### config.mk
export PLATFORM = sky130hd
export DESIGN_NAME = lock_ctrl_fsm
export DESIGN_NICKNAME = d
export VERILOG_FILES = /design/src/rtl/lock_ctrl_fsm.sv
export SDC_FILE = /design/constraint.sdc
export NUM_CORES = 1
export LEC_CHECK = 0
export CORE_ASPECT_RATIO = 0.5
export CORE_MARGIN = 5
export CORE_UTILIZATION = 59
export DETAILED_ROUTE_END_ITERATION = 8
export HOLD_SLACK_MARGIN = 0.12
export PLACE_DENSITY_LB_ADDON = 0.3
export SLEW_MARGIN = 20
export SYNTH_ARGS = -nofsm -noshare
export SYNTH_HDL_FRONTEND = slang
export SYNTH_SLANG_ARGS = --single-unit
### constraint.sdc
create_clock -name clk -period 3.6 [get_ports clk]
set_clock_uncertainty 0.05 [all_clocks]
set_input_delay 1.08 -clock clk [delete_from_list [all_inputs] [get_ports clk]]
set_output_delay 1.08 -clock clk [all_outputs]
set_load 0.02 [all_outputs]
### src/rtl/lock_ctrl_fsm.sv
// rtl/lock_ctrl_fsm.sv - lock controller sequencing password checks, open/relock, lockout
// Optional macro ALARM_ACK_EN: lockout holds after expiry until an alarm_ack strobe.
module lock_ctrl_fsm #(
  parameter int MAX_TRIES      = 3,
  parameter int OPEN_CYCLES    = 1000,
  parameter int LOCKOUT_CYCLES = 5000,
  parameter int CNT_W          = 16
) (
  input  logic       clk,
  input  logic       rst,
  input  logic       confirm,
  input  logic       match,
  input  logic       lock_cmd,
  input  logic       set_pw_req,
`ifdef ALARM_ACK_EN
  input  logic       alarm_ack,
`endif
  output logic       judge_en,
  output logic       unlocked,
  output logic       fail_pulse,
  output logic       alarm,
  output logic       store_pw,
  output logic [2:0] err_cnt,
  output logic [2:0] state_o
);

  typedef enum logic [2:0] {
    S_IDLE    = 3'd0,
    S_CHECK   = 3'd1,
    S_EVAL    = 3'd2,
    S_OPEN    = 3'd3,
    S_FAIL    = 3'd4,
    S_LOCKOUT = 3'd5,
    S_SETPW   = 3'd6
  } state_t;

  localparam logic [CNT_W-1:0] OPEN_LOAD = CNT_W'(OPEN_CYCLES - 1);
  localparam logic [CNT_W-1:0] LOCK_LOAD = CNT_W'(LOCKOUT_CYCLES - 1);
  localparam logic [CNT_W-1:0] CNT_ONE   = CNT_W'(1);
  localparam logic [2:0]       MAX_ERR   = 3'(MAX_TRIES);
  localparam logic [3:0]       MAX_ERR4  = 4'(MAX_TRIES);

  state_t           state_q, state_d;
  logic [CNT_W-1:0] timer_q, timer_d;
  logic [2:0]       err_q, err_d;
  logic             judge_en_q, judge_en_d;
  logic             unlocked_q, unlocked_d;
  logic             fail_pulse_q, fail_pulse_d;
  logic             alarm_q, alarm_d;
  logic             store_pw_q, store_pw_d;

  logic             timer_zero;
  logic [CNT_W-1:0] timer_dec;
  logic [3:0]       err_inc;
  logic             lock_exit;

  always_comb begin
    timer_zero = (timer_q == '0);
    timer_dec  = timer_zero ? '0 : (timer_q - CNT_ONE);
    err_inc    = {1'b0, err_q} + 4'd1;
`ifdef ALARM_ACK_EN
    lock_exit  = timer_zero && alarm_ack;
`else
    lock_exit  = timer_zero;
`endif
  end

  always_comb begin
    state_d = state_q;
    timer_d = timer_q;
    err_d   = err_q;
    case (state_q)
      S_IDLE: begin
        if (confirm) state_d = S_CHECK;
      end
      S_CHECK: state_d = S_EVAL;
      S_EVAL: begin
        if (match) begin
          state_d = S_OPEN;
          err_d   = 3'd0;
          timer_d = OPEN_LOAD;
        end else if (err_inc >= MAX_ERR4) begin
          state_d = S_LOCKOUT;
          err_d   = MAX_ERR;
          timer_d = LOCK_LOAD;
        end else begin
          state_d = S_FAIL;
          err_d   = err_inc[2:0];
        end
      end
      S_FAIL: state_d = S_IDLE;
      S_OPEN: begin
        timer_d = timer_dec;
        // relock beats password write, which beats natural expiry
        if (lock_cmd)                     state_d = S_IDLE;
        else if (confirm && set_pw_req)   state_d = S_SETPW;
        else if (timer_zero)              state_d = S_IDLE;
      end
      S_SETPW: begin
        state_d = S_OPEN;
        timer_d = OPEN_LOAD;
      end
      S_LOCKOUT: begin
        timer_d = timer_dec;
        if (lock_exit) begin
          state_d = S_IDLE;
          err_d   = 3'd0;
        end
      end
      default: state_d = S_IDLE;
    endcase
  end

  // Outputs are registered from the next state so they align with state_q.
  always_comb begin
    judge_en_d   = (state_d == S_CHECK) || (state_d == S_EVAL);
    unlocked_d   = (state_d == S_OPEN) || (state_d == S_SETPW);
    fail_pulse_d = (state_d == S_FAIL);
    alarm_d      = (state_d == S_LOCKOUT);
    store_pw_d   = (state_d == S_SETPW);
  end

  always_ff @(posedge clk or posedge rst) begin
    if (rst) begin
      state_q      <= S_IDLE;
      timer_q      <= '0;
      err_q        <= 3'd0;
      judge_en_q   <= 1'b0;
      unlocked_q   <= 1'b0;
      fail_pulse_q <= 1'b0;
      alarm_q      <= 1'b0;
      store_pw_q   <= 1'b0;
    end else begin
      state_q      <= state_d;
      timer_q      <= timer_d;
      err_q        <= err_d;
      judge_en_q   <= judge_en_d;
      unlocked_q   <= unlocked_d;
      fail_pulse_q <= fail_pulse_d;
      alarm_q      <= alarm_d;
      store_pw_q   <= store_pw_d;
    end
  end

  assign judge_en   = judge_en_q;
  assign unlocked   = unlocked_q;
  assign fail_pulse = fail_pulse_q;
  assign alarm      = alarm_q;
  assign store_pw   = store_pw_q;
  assign err_cnt    = err_q;
  assign state_o    = state_q;

endmodule

==> results.md <==
- Outcome: finished clean
- Vias: 1391
- Vias per cell: 6.07
- Die ar.: 3790 um^2
- DP HPWL: 2.34 mm
- ANT cells: 0
- RSZ-0062 raised after global routing: false
- Pre-CTS setup slack: 0.936 ns
- Most common cell in the synthesized netlist: dfrtp_1
- DR top layer: met4
- Worst-Margin Slew: 0.596 ns
- Clk slew on worst S/H paths: 0.09 ns
- Met2 wire length: 1.51 mm
- Placeable Area: 2540 um^2
- Syn_nets: 187
- Sequential cell area fraction in the yosys report: 43.9%
- Seq cells post-synth: 27
- Final setup violation count: 0
- Largest net degree at the start of global routing: 28
- Cell accounting for the most synthesized area: dfrtp_1
- IO Pins: 17
- CTS tree: yes
- Starting Density: 60.7%
- Synth Instances: 178
- DRT Pass-1 Iters: 4
- Syn_area_per_cell: 8.65 um^2
- CP top delay family: buffers and inverters
- WP buf/inv: 1
- Non-filler cells, final: 229
- Cell Area, Placed: 1730 um^2
- Register share of total power: 38.8%
- Number of synthesized flops with an enable pin: 0
- Starting DRT DRC Count: 161
- Root Driver: clkbuf_8
- Max cap viols: 0
- Height of the die: 46.1 um
- CTS Buffer Depth: 2
- Share of cells above drive strength 1: 5.73%
- Post-Place Cells: 225
- Top cell type's share of synthesized area: 43.9%
- CP Launch Type: register
- Post-route antenna net violation count: 0
- Sw Ratio: 42.4%
- Gr usage total: 20.0%
- Clk sinks: 27
- Vias in the first global route: 1223
- F_max: 0.365 GHz
- Grt total ovfl: 0
- Top post-synthesis cells by area: dfrtp_1, a21oi_1, nor2_1
- Cell area power density: 710 nW/um^2
- M1 WL: 1.59 mm
- Port bufs: 16
- Post-CTS Hold Buffers: 0
- Sum Neg Setup Slack: 0 ns
- Mapped Area: 1540 um^2
- CP Capture Type: output pin
- Final wirelength: 3.35 mm
- Synth Flop Type: dfrtp_1
- Slew Limit Fails: 0
- H-tree levels: 1
- DRC: 0
- Yosys warning total: 0
- CTS buffer count: 3
- CP required: 2.47 ns
- VDD IR-drop max: 0.488 mV
- Initial antenna violation count: 0
- Synth unique cells: 41
- Final-stage net count: 202
- Comb power frac: 47.6%
- CP max FO: 18
- Die X: 82.3 um
- Fillcell total: 217
- First-pass GRT wire length: 5.70 mm
- Routability cong.: 0.870
- Postcts setup bufs: 0
- Worst Path Arrival: 1.61 ns
- Tcrit/Tclk final: 76.2%
- Clock network fraction of design power: 13.6%
- Critical path's largest stage delay: 0.70 ns
- Post-detailed-route wirelength per cell: 14.6 um
- Row cnt: 13
- Path type of the worst setup path: register to output pin
- Static leakage: 0.764 nW
- Net Sw Power: 0.534 mW
- Min-delay worst type: register to register
- Area grow syn2layout: 15.2%
- Synth cell count leaders: dfrtp_1, nor2_1, a21oi_1
- Fraction of registers with async set/reset: 100%
- Internal: 0.726 mW
- DR WL met3: 236 um
- Worst path slowest cell: clkdlybuf4s50_1
- Final hold vios: 0
- Slew HR: 60.1%
- Worst setup margin: 0.857 ns
- Clock insertion delay at the later pin of the skew report: 0.27 ns
- Post-route cell area: 1770 um^2
- Tmin final: 2.74 ns
- CTS resizes: 0
- Crit path cell chain: clkdlybuf4s50_1
==> logic make-up after synthesis <==
kind of cell | synth area share, %
compound gates | 22.4
xor+xnor | 1.14
fa+ha+maj | 2.44
buf+inv | 4.79
flops | 43.9
simple gates | 25.3
==> sequential cells by signal (all words and copies together), names as in the netlist <==
signal and cells:
judge_en 1, alarm 1, unlocked 1, fail_pulse 1, state_o 3, err_cnt 3
timer_q 16, store_pw 1
==> layer usage <==
metal / vias to the layer above / GRT usage (%)
met1: 649 / 29.3
li1: 672 / -
met3: 2 / 4.49
met2: 68 / 30.7
met5: - / 0
met4: 0 / 3.64
==> metrics by stage <==
step | util, % | hold WS (ns) | power (mW)
CTS | 69.9 | 0.441 | 1.26
detailed placement | 68.1 | 0.429 | 1.08
floorplan | - | 0.392 | 0.896
finish | 69.9 | 0.437 | 1.26
global placement | 68.1 | 0.423 | 1.07
global route | 69.9 | 0.460 | 1.37
==> cells in the final DEF (no fill, tap or decap), types with 2 or more instances in the layout <==
| master | count |
|---|---|
| a21o_1 | 3 |
| a21oi_1 | 19 |
| a31oi_1 | 4 |
| and2_1 | 2 |
| buf_4 | 4 |
| clkbuf_8 | 3 |
| clkdlybuf4s50_1 | 16 |
| dfrtp_1 | 27 |
| ha_1 | 3 |
| inv_1 | 7 |
| nand2_1 | 12 |
| nand2b_1 | 3 |
| nand3_1 | 4 |
| nand3b_1 | 2 |
| nor2_1 | 20 |
| nor2b_1 | 4 |
| nor3_1 | 7 |
| nor3b_1 | 2 |
| nor4_1 | 4 |
| o21a_1 | 2 |
| o21ai_0 | 13 |
| o21bai_1 | 2 |
| o22a_1 | 2 |
| o31ai_1 | 2 |
| or3_1 | 4 |
| or4_1 | 4 |
==> cell type report <==
type / instances / area, um^2 / area share [%]
clock buffer: 4 / 45.0 / 2.54
tap: 37 / 46.3 / 2.61
timing repair buffer: 20 / 190 / 10.7
multi-input combinational: 134 / 791 / 44.6
inverter: 7 / 26.3 / 1.48
sequential: 27 / 676 / 38.1
==> worst paths after layout <==
kind | startpoint | to | slack [ns] | cells after the start
max in group asynchronous | rst | timer_q[13]$_DFFE_PP0P_ | 2.10 | 3
hold / removal | timer_q[15]$_DFFE_PP0P_ | timer_q[15]$_DFFE_PP0P_ | 0.44 | 1
hold reg to reg | timer_q[15]$_DFFE_PP0P_ | timer_q[15]$_DFFE_PP0P_ | 0.44 | 1
min in group asynchronous | rst | timer_q[6]$_DFFE_PP0P_ | 1.14 | 3
setup reg to reg | timer_q[0]$_DFFE_PP0P_ | timer_q[14]$_DFFE_PP0P_ | 1.17 | 8
setup / recovery | state_o[1]$_DFF_PP0_ | state_o[1] | 0.86 | 1
==> power by group through the flow <==
stage                     sequential [mW]  combinational [mW]  clock [mW]
after floorplan                     0.490               0.407           0
after global placement              0.486               0.580           0
after detailed placement            0.492               0.592           0
after CTS                           0.487               0.598       0.179
after global routing                0.504               0.669       0.193
final                               0.489               0.600       0.172
(Power assumes the default switching activity.)
